**config.mk**
```make
export PLATFORM = sky130hd
export DESIGN_NAME = skinny_sb_ti2_seq
export DESIGN_NICKNAME = d
export VERILOG_FILES = /design/src/rtl/skinny_sb_ti2_seq.sv
export SDC_FILE = /design/constraint.sdc
export NUM_CORES = 1
export LEC_CHECK = 0
export BUFFER_PORTS_ARGS = -buffer_cell sky130_fd_sc_hd__buf_2
export CORE_AREA = 3 3 315 317
export DETAILED_ROUTE_END_ITERATION = 8
export DIE_AREA = 0 0 318 320
export GPL_TIMING_DRIVEN = 0
export PLACE_DENSITY = 0.5
export SYNTH_ARGS = -nofsm -noshare
export SYNTH_HDL_FRONTEND = slang
export SYNTH_SLANG_ARGS = --single-unit
```
**constraint.sdc**
```tcl
create_clock -name clk -period 35.7 [get_ports clk]
set_input_delay 10.71 -clock clk [delete_from_list [all_inputs] [get_ports clk]]
set_output_delay 10.71 -clock clk [all_outputs]
set_load 0.02 [all_outputs]
```
**src/rtl/skinny_sb_ti2_seq.sv**
```systemverilog
// Byte-serial front end for a 3-share SKINNY S8 threshold core.
// Each share lane is handled on its own; no logic ever mixes two shares.
module skinny_sb_ti2_seq #(
  parameter int SBOX_LAT = 4,
  parameter int NBYTES   = 16
) (
  input  logic                  clk,
  input  logic                  rst,
  input  logic                  in_valid,
  output logic                  in_ready,
  input  logic [8*NBYTES-1:0]   s0_i,
  input  logic [8*NBYTES-1:0]   s1_i,
  input  logic [8*NBYTES-1:0]   s2_i,
  output logic                  out_valid,
  input  logic                  out_ready,
  output logic [8*NBYTES-1:0]   s0_o,
  output logic [8*NBYTES-1:0]   s1_o,
  output logic [8*NBYTES-1:0]   s2_o,
  output logic [7:0]            sb_si0,
  output logic [7:0]            sb_si1,
  output logic [7:0]            sb_si2,
  input  logic [7:0]            sb_bo0,
  input  logic [7:0]            sb_bo1,
  input  logic [7:0]            sb_bo2,
  output logic                  busy
);

  localparam int W  = 8 * NBYTES;
  localparam int CW = (SBOX_LAT > 0) ? $clog2(SBOX_LAT + 1) : 1;
  localparam int IW = (NBYTES > 1) ? $clog2(NBYTES) : 1;
  localparam logic [CW-1:0] LAT_C   = CW'(SBOX_LAT);
  localparam logic [CW-1:0] CNT_ONE = CW'(1);
  localparam logic [IW-1:0] LAST_C  = IW'(NBYTES - 1);
  localparam logic [IW-1:0] IDX_ONE = IW'(1);

  typedef enum logic [1:0] {
    ST_IDLE = 2'd0,
    ST_RUN  = 2'd1,
    ST_DONE = 2'd2
  } state_t;

  state_t          r_state;
  state_t          w_state_nxt;
  logic [W-1:0]    r_st0;
  logic [W-1:0]    r_st1;
  logic [W-1:0]    r_st2;
  logic [CW-1:0]   r_cnt;
  logic [IW-1:0]   r_idx;
  logic            w_run;
  logic            w_accept;
  logic            w_capture;
  logic            w_last;

  assign w_run     = (r_state == ST_RUN);
  assign w_accept  = (r_state == ST_IDLE) && in_valid;
  assign w_capture = w_run && (r_cnt == LAT_C);
  assign w_last    = (r_idx == LAST_C);

  assign in_ready  = (r_state == ST_IDLE);
  assign out_valid = (r_state == ST_DONE);
  assign busy      = w_run;
  assign s0_o      = r_st0;
  assign s1_o      = r_st1;
  assign s2_o      = r_st2;
  // The core sees zeros outside RUN so idle shares never toggle its inputs.
  assign sb_si0    = w_run ? r_st0[7:0] : 8'h00;
  assign sb_si1    = w_run ? r_st1[7:0] : 8'h00;
  assign sb_si2    = w_run ? r_st2[7:0] : 8'h00;

  // FSM state register
  always_ff @(posedge clk or posedge rst) begin
    if (rst) begin
      r_state <= ST_IDLE;
    end else begin
      r_state <= w_state_nxt;
    end
  end

  // FSM next-state logic
  always_comb begin
    w_state_nxt = r_state;
    case (r_state)
      ST_IDLE: begin
        if (in_valid) begin
          w_state_nxt = ST_RUN;
        end else begin
          w_state_nxt = ST_IDLE;
        end
      end
      ST_RUN: begin
        if (w_capture && w_last) begin
          w_state_nxt = ST_DONE;
        end else begin
          w_state_nxt = ST_RUN;
        end
      end
      ST_DONE: begin
        if (out_ready) begin
          w_state_nxt = ST_IDLE;
        end else begin
          w_state_nxt = ST_DONE;
        end
      end
      default: begin
        w_state_nxt = ST_IDLE;
      end
    endcase
  end

  // Settle counter and byte index
  always_ff @(posedge clk or posedge rst) begin
    if (rst) begin
      r_cnt <= '0;
      r_idx <= '0;
    end else if (w_accept) begin
      r_cnt <= '0;
      r_idx <= '0;
    end else if (w_capture) begin
      r_cnt <= '0;
      r_idx <= w_last ? '0 : (r_idx + IDX_ONE);
    end else if (w_run) begin
      r_cnt <= r_cnt + CNT_ONE;
    end
  end

  // Share state registers: load on accept, rotate a result byte in on each capture
  always_ff @(posedge clk or posedge rst) begin
    if (rst) begin
      r_st0 <= '0;
      r_st1 <= '0;
      r_st2 <= '0;
    end else if (w_accept) begin
      r_st0 <= s0_i;
      r_st1 <= s1_i;
      r_st2 <= s2_i;
    end else if (w_capture) begin
      r_st0 <= {sb_bo0, r_st0[W-1:8]};
      r_st1 <= {sb_bo1, r_st1[W-1:8]};
      r_st2 <= {sb_bo2, r_st2[W-1:8]};
    end
  end

endmodule

```
**After elaboration in Yosys (flattened, before gate mapping)**

Index checks and enable logic that the tools add are counted.

- Register bits after elaboration: 393
- Logic and storage cells: 37
- Output and inout bits: 411
- Bits of input ports: 412

- Multiplexer cells: 19
- Eq/ne operators: 4
- $add $sub $neg: 2
- Reductions and logical operators: 6

Operators with widths:

| kind | number |
|---|---|
| 128-bit two-way mux | 6 |
| 8-bit two-way mux | 3 |
| 4-bit two-way mux | 3 |
| 3-bit two-way mux | 3 |
| 2-bit case mux with 3 select lines | 1 |
| 4-bit by 1-bit adder with 4-bit output (second input constant) | 1 |
| 4-bit == test (second input constant) | 1 |
| 2-bit two-way mux | 2 |
| 3-bit by 1-bit adder with 3-bit output (second input constant) | 1 |
| 3-bit == test (second input constant) | 1 |
| 1-bit logical AND | 3 |
| 3-bit nonzero test | 1 |
| 2-bit by 1-bit == test with 1-bit output (second input constant) | 1 |
| 2-bit == test (second input constant) | 1 |
| 2-bit logical NOT | 1 |
| 2-bit nonzero test | 1 |
| 1-bit two-way mux | 1 |

**Depth between registers and ports, before layout**

Gate-level depths: netlist of the first run.

- Word-level depth: 5
- Gate-level depth with buffers: 8
- Mapped depth without buffers: 5

**Worst setup path before layout of the first run**

No wires, ideal clock.

- Kind: reg-to-output
- Start point: register r_state[1]
- End point: output port sb_si2[1]
- Stages on the path, launching flop included: 5
- Arrival: 1.291 ns
- Data required time: 24.990 ns
- Setup slack: 23.699 ns
- Path buffers: 1
- Cell sequence: dfrtp_1 -> nand2b_1 -> inv_1 -> clkbuf_1 -> and2_1

- Cells in the longest elaborated chain, start to end: 2

Ends and longest elaborated chain:

| element | RTL line | RTL |
|---|---|---|
| from (decl) | 42 | `state_t r_state;` |
| from (signal assigned) | 75 | `r_state <= w_state_nxt;` |
| 2-bit by 1-bit == test with 1-bit output | 54 | `assign w_run = (r_state == ST_RUN);` |
| net busy | 25 | `output logic busy` |
| 8-bit two-way mux | 68 | `assign sb_si2 = w_run ? r_st2[7:0] : 8'h00;` |
| to (decl) | 21 | `output logic [7:0] sb_si2,` |

The timed path passes the listed nets, and every way through them passes these cells.

**Worst setup path after layout of the first run**

- Start point: register r_state[1]
- End point: output port sb_si1[4]

- Cells in the longest elaborated chain, start to end: 2

Ends and longest elaborated chain:

| element | RTL line | RTL |
|---|---|---|
| 2-bit by 1-bit == test with 1-bit output | 54 |  |
| 8-bit two-way mux | 67 | `assign sb_si1 = w_run ? r_st1[7:0] : 8'h00;` |
| to (decl) | 20 | `output logic [7:0] sb_si1,` |

No other way between the ends.

==> results of run 1 <==
-- power groups by stage --
stage / registers, uW / clock network [uW] / logic (uW)
5_1_grt: 947 / 536 / 1260
3_3_place_gp: 925 / 0 / 1170
2_1_floorplan: 1100 / 0 / 431
6_report: 921 / 507 / 1160
3_5_place_dp: 924 / 0 / 1170
4_1_cts: 920 / 521 / 1180
-- critical path, stage by stage (launching register included) --
cell and delay (ns):
dfrtp_1 0.45, nand2b_1 0.19, inv_1 0.09, clkbuf_1 0.84, and2_1 0.35, buf_2 0.20
-- logic make-up after synthesis --
group / count (synthesis) / synth area share (%)
adders and majority gates: 3 / 0.2088
buffers and inverters: 182 / 5.707
AOI/OAI and AO/OA: 396 / 13.78
and+or+nand+nor: 1197 / 25.56
xor gates and xnor gates: 1 / 0.04872
DFF: 393 / 54.70
-- state kept, by name (all words and copies together), names as in the netlist --
signal and flops:
r_state 2, r_cnt 3, r_idx 4, s2_o 128, s0_o 128, s1_o 128
-- layer usage --
layer / track usage [%] / share of wire, % / up-vias / wire (um)
li1: - / - / 9024 / -
met1: 23.69 / 41 / 9756 / 41440
met2: 32.24 / 48 / 849 / 49070
met3: 5.157 / 8.0 / 135 / 8095
met4: 5.093 / 2.5 / 22 / 2499
met5: 0 / 0.15 / - / 147
-- stage by stage --
step / instances / instance area [sq um] / utilization (%)
final: 4372 / 25400 / 26.30
after global routing: 4365 / 25380 / 26.28
after CTS: 4360 / 25370 / 26.27
after detailed placement: 4273 / 23780 / 24.62
after global placement: 4270 / 23690 / 24.53
after floorplan: 2172 / 17980 / -
-- cell type report --
cell class	instances	area share (%)
diodes	12	0.1182
plain buffers	177	3.966
clock buffers	70	5.443
clock inverters	17	0.8177
inverters	5	0.1034
multi-input cells	1597	28.02
flip-flops and latches	393	38.72
well taps	1276	6.286
repair buffers	825	16.52
-- final timing paths --
path	start	endpoint	slack (ns)	depth (start not counted)
worst max-delay path	r_state[1]	sb_si1[4]	22.25	5
worst min-delay path	r_idx[3]	r_idx[3]	0.54	1
worst max register to register	r_cnt[0]	s0_o[119]	33.17	8
worst min register to register	r_idx[3]	r_idx[3]	0.54	1
max in group asynchronous	rst	s2_o[94]	23.93	4
min in group asynchronous	rst	s0_o[30]	10.13	2
-- placed cells by master (no fill, tap or decap), drive strengths merged --
| master | instances |
|---|---|
| buf | 930 |
| nand3b | 1 |
| nor3 | 1 |
| and2 | 25 |
| xnor2 | 1 |
| nand4 | 1 |
| a31oi | 384 |
| and4b | 1 |
| a22oi | 1 |
| clkbuf | 142 |
| diode | 12 |
| ha | 3 |
| clkinv | 9 |
| dfrtp | 393 |
| inv | 6 |
| o211ai | 2 |
| a21oi | 4 |
| or2 | 1 |
| a21o | 2 |
| clkinvlp | 4 |
| nand4b | 1 |
| o21ai | 2 |
| or3b | 1 |
| nor2 | 386 |
| nand3 | 4 |
| nand2 | 772 |
| nand2b | 2 |
| bufinv | 3 |
| nor2b | 1 |
| o31ai | 1 |
==> reports/metrics.yaml, run 1 <==
timing:
  fin_skew_ns: 0.01547
  fin_hold_ws_ns: 0.5360
  rsz0062_at_grt: "no"
  finalMaxSlewViolations: 0
  setup_viol: 0
  min_period_ns: 13.45
  worst_pin_slew_ns: 1.135
  fin_tns_setup_ns: 0
  min_period_over_period_pct: 37.68
  hold_viol: 0
  slew_headroom_pct: 24.32
  fin_ws_ns: 22.25
  fmax_ghz: 0.07434
setup_path:
  worstSetupEndpointType: "output port"
  setup.worst_path.class: "reg -> out"
  start_kind: "flop"
  worstPathMaxFanout: 10
  worst_ep_arrival_time_ns: 2.74
  required_ns: 24.99
drt:
  final_antenna_net_count: 0
  via_per_inst: 4.526
  routedWlPerCell_um: 23.16
  vias: 19790
  drt-initial-drc-count: 1277
  wl_um: 101200
  drcViolationCount: 0
  dr.pass1.iters: 5
min_path:
  hold_path.class: "reg -> reg"
logic_synthesis:
  synth_area_leader_cell: "dfrtp_1"
  synthArstFlopShare_pct: 100.0
  yosys-top-cells-count: "nand2_1 (772), dfrtp_1 (393), nor2_1 (386), a31oi_1 (384), clkbuf_1 (72)"
  synth_seq_cells: 393
  synth_top_area_share_pct: 54.70
  synthesis.nets: 2587
  synthFlopType: "dfrtp_1"
  synth_cells: 2172
  yosysWarnings: 0
  netlist_area_sq_um: 17980
  synth_area_per_cell_sq_um: 8.277
  synth_edf_count: 0
  ys_top_cells_by_area: "dfrtp_1 (55%), nand2_1 (16%), a31oi_1 (13%)"
  yosysSeqAreaShare_pct: 54.70
  yosys.cell_types.count: 29
  synth.most_common_cell: "nand2_1"
floorplan:
  boundaryPins: 823
  start_util_pct: 18.62
  dieArea_sq_um: 101800
  num_rows: 114
  die_x_um: 318
  core_sq_um: 96570
  dieHeight_um: 320
global_route:
  grtUsageTotal_pct: 18.98
  grt.overflow.total: 0
  grt_pass1_wl_um: 143300
  first_global_vias: 19750
  antenna_found_initial: 35
  grt_start_max_net_pins: 114
cts:
  cts_max_level: 2
  cts_resized: 0
  cts_made_buffers: 47
  holdBufCountCts: 0
  cts_root_buf: "clkbuf_16"
  cts_sinks: 393
  clk_pin_slew_ns: 0.06
  worst_skew_pair.late_latency_ns: 0.61
  cts_buffer_depth: 3
  cts_tree: "yes"
  postCtsSetupBuffers: 0
placed_design:
  dpl_worst_slack_ns: 22.84
  io_buffers: 822
  dpl.hpwl_um: 80910
  place_congestion: 0.9283
pwr:
  comb_power_share_pct: 44.8
  swShare_pct: 47.86
  leakage_uw: 0.01241
  p_switching_uw: 1239
  irDropWorstVdd_uv: 48.96
  seqPwrFrac_pct: 35.6
  p_clk_share_pct: 19.6
  p_int_uw: 1350
  power_density_nw_per_um2: 101.9
  total_power_uw: 2589
job:
  maxCapViolCount: 0
cells_and_area:
  multi_input_area_sq_um: 7118
  drive_above_1_share_pct: 32.52
  syn_to_final_growth_pct: 41.28
  regArea_sq_um: 9834
  layout.nets: 3461
  fill_cells: 10820
run_status:
  status: "finished clean"
No activity file was read; power rests on OpenSTA's default activity.
==> run 2, diff against run 1 <==
--- a/config.mk
+++ b/config.mk
@@ -6,11 +6,11 @@
 export NUM_CORES = 1
 export LEC_CHECK = 0
 export BUFFER_PORTS_ARGS = -buffer_cell sky130_fd_sc_hd__buf_2
-export CORE_AREA = 3 3 315 317
+export CORE_AREA = 3 3 318 320
 export DETAILED_ROUTE_END_ITERATION = 8
-export DIE_AREA = 0 0 318 320
+export DIE_AREA = 0 0 321 323
 export GPL_TIMING_DRIVEN = 0
-export PLACE_DENSITY = 0.5
+export PLACE_DENSITY = 0.49
 export SYNTH_ARGS = -nofsm -noshare
 export SYNTH_HDL_FRONTEND = slang
 export SYNTH_SLANG_ARGS = --single-unit
==> constraint.sdc (replaced) <==
create_clock -name clk -period 13 [get_ports clk]
set_input_delay 3.9 -clock clk [delete_from_list [all_inputs] [get_ports clk]]
set_output_delay 3.9 -clock clk [all_outputs]
set_load 0.02 [all_outputs]
==> run 2 against run 1 <==
Compared with the run above: register-to-register slack got worse by 23 ns; count of clock-buffer cells in the layout did not move; via count fell by 1.0%; clock power rose to 2.9 times the previous value; critical path depth did not move; die area rose by 1.9%; worst hold slack improved by 0.00096 ns; design area rose by 1.1%; cell count rose by 0.46%; combinational power rose to 2.7 times the previous value; critical endpoint is now sb_si2[0]; largest power group unchanged; highest routed layer unchanged.
==> reports/metrics.yaml, run 2 (synthesized netlist as in run 1, its figures left out) <==
placed_design:
  dp_cells: 4293
  dpl.hpwl_um: 80320
  place_congestion: 0.9256
  io_buffers: 822
  dpl_worst_slack_ns: 6.737
timing:
  fin_tns_setup_ns: 0
  hold_viol: 0
  min_period_ns: 6.484
  slew_headroom_pct: 19.85
  min_period_over_period_pct: 49.88
  rsz0062_at_grt: "no"
  setup_viol: 0
  fin_ws_ns: 6.516
  worst_pin_slew_ns: 1.202
  fmax_ghz: 0.1542
  finalMaxSlewViolations: 0
  fin_skew_ns: 0.02849
min_path:
  holdCritStartpoint: "r_idx[3]"
  min_path_cells: 1
  whs_endpoint: "r_idx[3]"
  hold_path.class: "reg -> reg"
floorplan:
  core_sq_um: 98420
  dieArea_sq_um: 103700
  start_util_pct: 18.27
  boundaryPins: 823
  num_rows: 115
  die_x_um: 321
  dieHeight_um: 323
cts:
  cts_sinks: 393
  cts_tree: "yes"
  cts_resized: 0
  cts_max_level: 2
  postCtsSetupBuffers: 0
  holdBufCountCts: 0
  cts_buffer_depth: 3
  cts_made_buffers: 50
  worst_skew_pair.late_latency_ns: 0.62
  clk_pin_slew_ns: 0.05
  cts_root_buf: "clkbuf_16"
setup_path:
  setup.worst_path.class: "reg -> out"
  worstSetupEndpointType: "output port"
  r2r_end: "s0_o[123]"
  timing.rr.start: "r_cnt[0]"
  required_ns: 9.10
  cp_num_buf_inv: 3
  critPathSlowestCell: "clkbuf_1"
  path_cells: "nand2b_1 -> inv_1 -> clkbuf_1 -> and2_1 -> buf_2"
  start_kind: "flop"
  ff2ff_setup_slack_ns: 10.23
  path_depth: 5
  r2r_cells: 8
  cpLargestDelayFamily: "buffers and inverters"
  crit_path_max_incr_delay_ns: 0.79
  worst_ep_arrival_time_ns: 2.58
  cp-startpoint: "r_state[1]"
  worstPathMaxFanout: 10
pwr:
  total_power_uw: 7197
  leakage_uw: 0.01255
  power_density_nw_per_um2: 280.2
  irDropWorstVdd_uv: 128.8
drt:
  wl_um: 100100
  final_antenna_net_count: 0
  vias: 19590
  via_per_inst: 4.459
  routedWlPerCell_um: 22.78
  drt-initial-drc-count: 1264
  dr.pass1.iters: 5
  drcViolationCount: 0
cells_and_area:
  syn_to_final_growth_pct: 42.88
  fill_cells: 11000
  final_cell_mix: "buf_2 (886), nand2_1 (772), dfrtp_1 (393), nor2_1 (386), a31oi_1 (384)"
  stdcell_count: 4392
  layout.nets: 3473
  drive_above_1_share_pct: 32.78
  layout_commonest_cell: "buf_2"
global_route:
  first_global_vias: 19630
  grtUsageTotal_pct: 18.34
  grt.overflow.total: 0
  grt_start_max_net_pins: 40
  grt_pass1_wl_um: 140000
  antenna_found_initial: 29
run_status:
  status: "finished clean"
job:
  maxCapViolCount: 0
-- run 2: cell count changes in the layout (fill, tap and decap cells not counted) --
cell | before | now
buf_16 | 3 | 1
inv_8 | 1 | 0
clkinv_8 | 2 | 1
buf_12 | 0 | 11
bufinv_16 | 3 | 6
clkbuf_16 | 47 | 50
diode_2 | 12 | 9
clkinvlp_4 | 4 | 2
inv_16 | 1 | 2
clkbuf_8 | 12 | 9
clkinv_2 | 7 | 10
-- run 2: layer usage --
metal	vias to the layer above	share of wire (%)	track usage, %
met1	9547	42	22.87
met5	-	0.070	0
met3	131	6.9	4.142
li1	9037	-	-
met4	10	3.3	5.952
met2	860	48	31.42
-- run 2: how the worst max path moves through the flow --
| stage | end | slack [ns] |
|---|---|---|
| global route | sb_si2[0] | 6.25 |
| global placement | s0_o[82] | 0.57 |
| CTS | sb_si2[0] | 6.30 |
| floorplan | r_cnt[0] | 3.81 |
| finish | sb_si2[0] | 6.52 |
| detailed placement | s0_o[127] | 6.74 |
-- run 2: metrics by stage --
| stage | cell area (sq um) | util, % | hold WS (ns) |
|---|---|---|---|
| 4_1_cts | 25660 | 26.08 | 0.5379 |
| 5_1_grt | 25670 | 26.08 | 0.5695 |
| 6_report | 25690 | 26.10 | 0.5370 |
| 3_3_place_gp | 23710 | 24.09 | 0.5211 |
| 3_5_place_dp | 23950 | 24.34 | 0.5270 |
| 2_1_floorplan | 17980 | - | 0.4980 |
-- run 2: power breakdown --
| part | switching (uW) | leakage (uW) | internal [uW] |
|---|---|---|---|
| combinational | 2120 | 0.00731 | 1070 |
| clock | 597 | 0.000844 | 882 |
| sequential | 689 | 0.00439 | 1850 |
| total | 3400 | 0.0126 | 3790 |
-- run 2: layout make-up --
cell class / instances / area, sq um / share of cell area (%)
buffer: 177 / 1007 / 3.921
antenna: 9 / 22.52 / 0.08768
tap: 1287 / 1610 / 6.269
clock buffer: 70 / 1416 / 5.514
clock inverter: 20 / 294.0 / 1.145
sequential: 393 / 9834 / 38.29
multi-input combinational: 1597 / 7118 / 27.71
timing repair buffer: 834 / 4362 / 16.98
inverter: 5 / 22.52 / 0.08768
